<file path="src/rtl/clock_sup_pkg.sv">
// rtl/clock_sup_pkg.sv - supervisor state encoding shared by the clock lock supervisor files
package clock_sup_pkg;

  typedef enum logic [2:0] {
    ST_RESET     = 3'd0,
    ST_WAIT_LOCK = 3'd1,
    ST_STAGGER   = 3'd2,
    ST_RUN       = 3'd3,
    ST_FAULT     = 3'd4
  } state_t;

endpackage

</file>
<file path="src/rtl/clock_lock_supervisor_sync_2ff.sv">
// rtl/clock_lock_supervisor_sync_2ff.sv - two-flop synchroniser for one asynchronous lock bit
module sync_2ff (
  input  logic clk,
  input  logic rst,
  input  logic d,
  output logic q
);

  logic meta;

  // Two back-to-back flops give the metastable first stage a full cycle to settle.
  always_ff @(posedge clk or posedge rst) begin
    if (rst) begin
      meta <= 1'b0;
      q    <= 1'b0;
    end else begin
      meta <= d;
      q    <= meta;
    end
  end

endmodule

</file>
<file path="src/rtl/clock_lock_supervisor.sv">
// rtl/clock_lock_supervisor.sv - MMCM reset/lock sequencer with staggered domain resets; CLOCK_SUP_RETRY_CNT_EN adds retry_cnt and lock_lost
module clock_lock_supervisor
  import clock_sup_pkg::*;
#(
  parameter int CHANNELS       = 2,
  parameter int RST_CYCLES     = 16,
  parameter int LOCK_TIMEOUT   = 100000,
  parameter int STAGGER_CYCLES = 8,
  parameter int MAX_RETRIES    = 3
) (
  input  logic                               clk,
  input  logic                               rst,
  input  logic [CHANNELS-1:0]                locked,
  output logic                               mmcm_rst,
  output logic [CHANNELS-1:0]                rst_out,
  output logic                               all_locked,
`ifdef CLOCK_SUP_RETRY_CNT_EN
  output logic [$clog2(MAX_RETRIES+1)-1:0]   retry_cnt,
  output logic                               lock_lost,
`endif
  output logic                               fault
);

  // One shared counter serves every timed state, so it is sized for the longest interval.
  localparam int STG_MAX = CHANNELS * STAGGER_CYCLES;
  localparam int CNT_MAX = (LOCK_TIMEOUT > STG_MAX)
                         ? ((LOCK_TIMEOUT > RST_CYCLES) ? LOCK_TIMEOUT : RST_CYCLES)
                         : ((STG_MAX > RST_CYCLES) ? STG_MAX : RST_CYCLES);
  localparam int CNT_W   = $clog2(CNT_MAX) + 1;
  localparam int RTY_W   = $clog2(MAX_RETRIES + 1);

  localparam logic [CNT_W-1:0] RST_LAST = CNT_W'(RST_CYCLES - 1);
  localparam logic [CNT_W-1:0] TO_LAST  = CNT_W'(LOCK_TIMEOUT - 1);
  localparam logic [CNT_W-1:0] STG_LAST = CNT_W'(STG_MAX - 1);
  localparam logic [RTY_W-1:0] RTY_LAST = RTY_W'(MAX_RETRIES - 1);

  state_t              state;
  logic [CNT_W-1:0]    cnt;
  logic [RTY_W-1:0]    retry;
  logic [CHANNELS-1:0] lock_s;
  logic                loss;

  for (genvar g = 0; g < CHANNELS; g++) begin : g_sync
    sync_2ff u_sync (
      .clk (clk),
      .rst (rst),
      .d   (locked[g]),
      .q   (lock_s[g])
    );
  end

  assign loss = ((state == ST_STAGGER) || (state == ST_RUN)) && !(&lock_s);

`ifdef CLOCK_SUP_RETRY_CNT_EN
  logic lost;
  assign retry_cnt = retry;
  assign lock_lost = lost;
`endif

  // Sequencer: pulse MMCM reset, wait for lock with retries, then release domains one by one.
  always_ff @(posedge clk or posedge rst) begin
    if (rst) begin
      state      <= ST_RESET;
      cnt        <= '0;
      retry      <= '0;
      mmcm_rst   <= 1'b1;
      rst_out    <= '1;
      all_locked <= 1'b0;
      fault      <= 1'b0;
`ifdef CLOCK_SUP_RETRY_CNT_EN
      lost       <= 1'b0;
`endif
    end else begin
`ifdef CLOCK_SUP_RETRY_CNT_EN
      lost <= 1'b0;
`endif
      if (loss) begin
        // A dropped lock restarts the sequence without spending a retry.
        state      <= ST_RESET;
        cnt        <= '0;
        mmcm_rst   <= 1'b1;
        rst_out    <= '1;
        all_locked <= 1'b0;
`ifdef CLOCK_SUP_RETRY_CNT_EN
        lost       <= 1'b1;
`endif
      end else begin
        case (state)
          ST_RESET: begin
            mmcm_rst <= 1'b1;
            if (cnt == RST_LAST) begin
              state    <= ST_WAIT_LOCK;
              mmcm_rst <= 1'b0;
              cnt      <= '0;
            end else begin
              cnt <= cnt + CNT_W'(1);
            end
          end
          ST_WAIT_LOCK: begin
            if (&lock_s) begin
              state <= ST_STAGGER;
              cnt   <= '0;
            end else if (cnt == TO_LAST) begin
              cnt      <= '0;
              mmcm_rst <= 1'b1;
              retry    <= retry + RTY_W'(1);
              if (retry == RTY_LAST) begin
                state <= ST_FAULT;
                fault <= 1'b1;
              end else begin
                state <= ST_RESET;
              end
            end else begin
              cnt <= cnt + CNT_W'(1);
            end
          end
          ST_STAGGER: begin
            for (int i = 0; i < CHANNELS; i++) begin
              if (cnt == CNT_W'((i + 1) * STAGGER_CYCLES - 1)) begin
                rst_out[i] <= 1'b0;
              end
            end
            if (cnt == STG_LAST) begin
              state      <= ST_RUN;
              all_locked <= 1'b1;
              retry      <= '0;
              cnt        <= '0;
            end else begin
              cnt <= cnt + CNT_W'(1);
            end
          end
          ST_RUN: begin
            all_locked <= 1'b1;
          end
          ST_FAULT: begin
            mmcm_rst   <= 1'b1;
            rst_out    <= '1;
            all_locked <= 1'b0;
            fault      <= 1'b1;
          end
          default: begin
            state <= ST_RESET;
            cnt   <= '0;
          end
        endcase
      end
    end
  end

endmodule

</file>
<file path="config.mk">
export PLATFORM = sky130hd
export DESIGN_NAME = clock_lock_supervisor
export DESIGN_NICKNAME = d
export VERILOG_FILES = /design/src/rtl/clock_sup_pkg.sv /design/src/rtl/clock_lock_supervisor_sync_2ff.sv /design/src/rtl/clock_lock_supervisor.sv
export SDC_FILE = /design/constraint.sdc
export NUM_CORES = 1
export LEC_CHECK = 0
export ABC_AREA = 1
export BUFFER_PORTS_ARGS = -buffer_cell sky130_fd_sc_hd__buf_2
export CAP_MARGIN = 20
export CORE_MARGIN = 2
export CORE_UTILIZATION = 40
export CTS_CLUSTER_DIAMETER = 40
export DETAILED_ROUTE_END_ITERATION = 7
export PLACE_DENSITY = 0.62
export SYNTH_ARGS = -nofsm -noshare
export SYNTH_HDL_FRONTEND = slang
export SYNTH_SLANG_ARGS = --single-unit
</file>
<file path="constraint.sdc">
create_clock -name clk -period 4.6 [get_ports clk]
set_clock_uncertainty 0.1 [all_clocks]
set_input_delay 0.69 -clock clk [delete_from_list [all_inputs] [get_ports clk]]
set_output_delay 0.69 -clock clk [all_outputs]
set_load 0.02 [all_outputs]
</file>
Word level (Yosys, flattened, before mapping)
Cells that the tools add are included.
{ "word_totals": {"regBits": 32, "inputBits": 4, "out_inout_bits": 5} }
{ "classes": {"addsub": 2, "eq_ne": 19, "muxes": 32, "n_bitwise": 1, "n_reduce_logical": 19} }
{ "op_table": {"columns": ["cell", "count"], "rows": [
  ["18-bit 2-to-1 mux", 4],
  ["18-bit one-hot mux with 3 select lines", 1],
  ["18-bit by 1-bit adder with 18-bit output (second input constant)", 1],
  ["18-bit by 17-bit equality test with 1-bit output (second input constant)", 1],
  ["18-bit by 3-bit equality test with 1-bit output (second input constant)", 1],
  ["18-bit by 4-bit equality test with 1-bit output (second input constant)", 1],
  ["3-bit 2-to-1 mux", 6],
  ["3-bit one-hot mux with 4 select lines", 1],
  ["1-bit 2-to-1 mux", 11],
  ["5-bit AND reduction", 2],
  ["3-bit != test (second input constant)", 3],
  ["2-bit 2-to-1 mux", 4],
  ["2-bit one-hot mux with 2 select lines", 2],
  ["2-bit AND reduction", 4],
  ["4-bit nonzero test", 2],
  ["3-bit by 2-bit equality test with 1-bit output (second input constant)", 2],
  ["2-bit != test (second input constant)", 3],
  ["3-bit by 2-bit != test with 1-bit output (second input constant)", 2],
  ["1-bit one-hot mux with 3 select lines", 2],
  ["2-bit by 1-bit != test with 1-bit output (second input constant)", 2],
  ["4-bit != test (second input constant)", 1],
  ["4-bit AND reduction", 1],
  ["2-bit nonzero test", 2],
  ["2-bit OR reduction", 2],
  ["other kinds (12)", 12]
]} }

Longest topological paths before layout
{ "depth": {"word_depth": 6, "mapped_depth": 11, "depth_no_buf": 10} }

Modules after synthesis
A second synthesis with hierarchy kept.
{ "hier_totals": {"cells_unflattened": 274, "hier_area_um2": 1990.7} }
{ "by_module_without_submodules": {"columns": ["module", "instances", "cells_each", "area_per_inst_um2", "seq_area_each_um2"], "rows": [
  ["clock_lock_supervisor", 1, 268, 1883.1, 704.4],
  ["sync_2ff", 2, 3, 53.8, 50.0]
]} }

Worst setup path before layout
Ideal clock, no wire load.
{ "synth_timing": {"path_kind": "register to register", "from": "register cnt[0]", "to": "register cnt[12]", "setup_ps": 120, "arrival_time_ps": 1374, "t_required_ps": 4380, "setup_slack_ps": 3006, "path_stages_with_launch": 10, "period_less_slack_ps": 1594, "cell_sequence": "dfrtp_1 > ha_1 > nand3_1 > nor2_1 > nand3_2 > nand2_1 > nand2_1 > nor2_4 > buf_6 > nor2_1"} }
{ "synth_between": {"elab_chain_len": 5, "word_cells_on_any_way": 8, "classes_between": "add/sub: 1; eq/ne: 2; mux: 5"} }
{ "synth_rtl": {"columns": ["element", "line", "text"], "rows": [
  ["from (decl)", "clock_lock_supervisor.sv:38", "logic [CNT_W-1:0] cnt;"],
  ["from (signal assigned)", "clock_lock_supervisor.sv:96", "cnt <= cnt + CNT_W'(1);"],
  ["from (signal assigned)", "clock_lock_supervisor.sv:114", "cnt <= cnt + CNT_W'(1);"],
  ["from (signal assigned)", "clock_lock_supervisor.sv:129", "cnt <= cnt + CNT_W'(1);"],
  ["18-bit by 1-bit adder with 18-bit output / 18-bit by 17-bit equality test with 1-bit output (equally long branches)", null, null],
  ["18-bit 2-to-1 mux", "clock_lock_supervisor.sv:103", "end else if (cnt == TO_LAST) begin"],
  ["18-bit 2-to-1 mux", "clock_lock_supervisor.sv:100", "if (&lock_s) begin"],
  ["18-bit one-hot mux with 3 select lines *", "clock_lock_supervisor.sv:88", "case (state)"],
  ["18-bit 2-to-1 mux *", "clock_lock_supervisor.sv:77", "if (loss) begin"]
]} }
Every way passes the cells marked *; elsewhere a longest branch is shown, timed or not.
A chain may end at the register's enable or synchronous reset.

Worst setup path in the final report
{ "layout_timing": {"from": "register state[1]", "to": "register cnt[11]"} }
{ "layout_between": {"elab_chain_len": 4, "word_cells_on_any_way": 12, "classes_between": "eq/ne: 5; mux: 2; reduce/logical: 5"} }
{ "layout_rtl": {"columns": ["element", "line", "text"], "rows": [
  ["from (decl)", "clock_lock_supervisor.sv:37", "state_t state;"],
  ["from (signal assigned)", "clock_lock_supervisor.sv:63", "state <= ST_RESET;"],
  ["from (signal assigned)", "clock_lock_supervisor.sv:79", "state <= ST_RESET;"],
  ["from (signal assigned)", "clock_lock_supervisor.sv:92", "state <= ST_WAIT_LOCK;"],
  ["3-bit by 2-bit equality test with 1-bit output, or another cell as far along", "clock_lock_supervisor.sv:52, clock_lock_supervisor.sv:88", null],
  ["2-bit OR reduction (no line) / 1-bit logical OR (equally long branches)", null, null],
  ["18-bit one-hot mux with 3 select lines / 1-bit logical AND (equally long branches)", "clock_lock_supervisor.sv:88, clock_lock_supervisor.sv:52", null],
  ["18-bit 2-to-1 mux / 2-bit by 1-bit != test with 1-bit output (equally long branches)", null, null]
]} }
Several ways; a longest one is shown, not always the timed one.

==> results by group <==
Layout
  – Post-route cell area: ~2000 sq um
  – Area growth syn-to-layout: 9.98%
  – Final Core Density: about 46%
  – Most frequent cells in the layout: nand2_1, nor2_1, inv_1
  – Final Non-Filler Cells: ~320
  – Most common cell after layout, fill and taps aside: nand2_1
  – Inserted Diodes: 0
  – Layout cells sized above 1: between 10% and 20%
  – Nets: ~270
  – FILL cells: 430

STA
  – RSZ-0062 raised after global routing: false
  – Final period demand of the worst path: between 1.5 and 2 ns
  – Setup TNS: 0 ns
  – Final setup fails: 0
  – Final count of hold timing violations: 0
  – FMAX: between 0.5 and 0.6 GHz
  – Slew HR: 70.2%
  – Fin crit share: 41.7%
  – Max Slew Vio Count: 0
  – Least-Margin Pin Slew: approximately 0.45 ns
  – Hold WS: 0.251 ns

Synthesis
  – Synth area leader: dfrtp_1
  – Top cell type's share of synthesized area: about two fifths
  – Synth warnings: 0
  – Syn_area_per_cell: 7.30 sq um
  – Dominant cells by area after synthesis: dfrtp_1, nand2_1, nor2_1
  – Syn Inst Count: 249
  – Post-synthesis sequential area ratio: between 40% and 50%
  – Number of synthesized register bits: 32
  – Mapped cell area: roughly 1800 sq um
  – Count of cell types in the netlist: 27
  – Syn nets: 255

Worst setup path
  – FF-to-FF Start: state[1]
  – CP max-delay cell: dfrtp_1
  – Worst path depth: 7
  – Crit Path Max Fanout: 12
  – Buf/Inv on CP: 1
  – Critical R2R Capture: cnt[11]
  – Crit path launch: state[1]
  – CP delay by family, top: simple AND/OR/NAND/NOR gates
  – Critical path required time: 4.67 ns
  – CP endpoint kind: flip-flop
  – Startpoint class of the critical path: flip-flop
  – Critical-path cell list: o21ai_1 -> nand3_1 -> inv_1 -> nor2_1 -> nand2_1 -> xor2_1 -> nor2_1
  – Cell mode on critical path: nor2_1
  – CP peak stage delay: 0.46 ns
  – Worst Setup EP: cnt[11]
  – R2R cell count: 7
  – FF-to-FF setup slack: 2.68 ns
  – CP arrival: 1.98 ns
  – Setup CP Type: flip-flop to flip-flop

Clock network
  – Clock tree buffer depth: 2
  – Post-CTS sizing: 0
  – Clock root cell: clkbuf_8
  – H-tree depth: 2
  – CTS tree: built
  – CTS clk-pin slew, worst paths: 0.07 ns
  – Clock Sink Count: 32
  – Clock latency at the later pin of the worst-skew pair: 0.29 ns
  – Num CTS Buffers: 5
  – Post-CTS Setup Bufs: 0
  – CTS Hold Buffers Added: 0

Placed design
  – Placer Congestion: ~0.9
  – DP HPWL: 2860 um
  – Post-DP Area: 1910 sq um
  – Port buffer count: 8
  – Placed Cells: 307

Min path
  – Worst min path class: flip-flop to flip-flop

Job
  – Max cap viols: 0

Power and ir drop
  – Leak pwr: roughly 1 nW
  – P per Cell Area: 496 nW/um^2
  – Peak VDD IR: about 0.19 mV

Floorplanning
  – Die Area: 5100 sq um
  – Placeable Area: roughly 4400 sq um
  – I/O pins: 9
  – Die W: 71.4 um
  – Die Y: 71.4 um
  – Rows: 24
  – Initial Utilization: about two fifths

Route
  – Drt pass-1 iters: 4
  – Final ANT Viol Nets: 0
  – Routed WL per cell: 12.2 um
  – DRC viols: 0
  – Vias per cell: 4.91
  – DR iter-0 viols: approximately 130
  – Vias: 1,547
  – Drt total wl: 3850 um

GRT
  – Gr usage total: 17.5%
  – Vias in the first global route: 1,510
  – GRT overflow: 0
  – First-pass GRT wire length: between 6000 and 7000 um
  – Largest net degree at the start of global routing: 33
  – Initial antenna violation count: 0

Run status
  – Status: finished clean
flip-flops by register name (all words and copies together) (netlist names):
signal and count:
all_locked 1, cnt 18, fault 1, g_sync.u_sync.meta 2, g_sync.u_sync.q 2, mmcm_rst 1, retry 2, rst_out 2
state 3
per-layer routing:
| metal | wire length [um] | GRT usage [%] |
|---|---|---|
| met5 | 0 | 0 |
| met4 | 69 | 6.92 |
| met2 | 1660 | 25.9 |
| met3 | 235 | 3.52 |
| met1 | 1890 | 25.1 |
synthesized netlist by cell type, drive strengths merged:
cell and count:
ha 2, nor3 4, nand3 23, nor4 1
nand4 6, clkbuf 1, xor2 7, nand2 66
o21ai 11, buf 2, or2 3, dfstp 3
inv 34, dfrtp 29, xnor2 1, a21oi 6
a31oi 2, nor2b 1, nor2 47
through the flow:
step | power, mW | worst slack [ns]
2_1_floorplan | 0.700 | 3.01
3_3_place_gp | 0.771 | 2.70
3_5_place_dp | 0.773 | 2.72
4_1_cts | 1.00 | 2.70
5_1_grt | 1.08 | 2.48
6_report | 0.991 | 2.68
cell type report:
class                           instances  area, sq um  share of cell area [%]
Clock buffer                            6         82.6                    4.13
Clock inverter                          2         10.0                   0.501
Inverter                               34          128                    6.38
Multi-Input combinational cell        180          862                    43.1
Sequential cell                        32          805                    40.2
Tap cell                               52         65.1                    3.25
Timing Repair Buffer                    9         47.5                    2.38
power breakdown:
group / internal (mW) / switching, mW / total, mW
sequential: 0.349 / 0.0456 / 0.394
combinational: 0.119 / 0.254 / 0.372
clock: 0.119 / 0.106 / 0.225
cells by family after synthesis:
group,after synthesis,synth area share (%)
compound gates,19,5.57
xor+xnor,8,3.85
fa+ha+maj,2,1.38
buf+inv,37,8.33
flops,32,44.3
simple gates,151,36.6
worst min path at each step:
stage,depth (start not counted),slack [ns],to,start
after floorplan,0,0.23,g_sync[0].u_sync.q,g_sync[0].u_sync.meta
after global placement,0,0.23,g_sync[1].u_sync.q,g_sync[1].u_sync.meta
after detailed placement,0,0.24,g_sync[0].u_sync.q,g_sync[0].u_sync.meta
after CTS,0,0.25,g_sync[0].u_sync.q,g_sync[0].u_sync.meta
after global routing,0,0.27,g_sync[0].u_sync.q,g_sync[0].u_sync.meta
final,0,0.25,g_sync[1].u_sync.q,g_sync[1].u_sync.meta
Power figures use the tool's default switching activity.
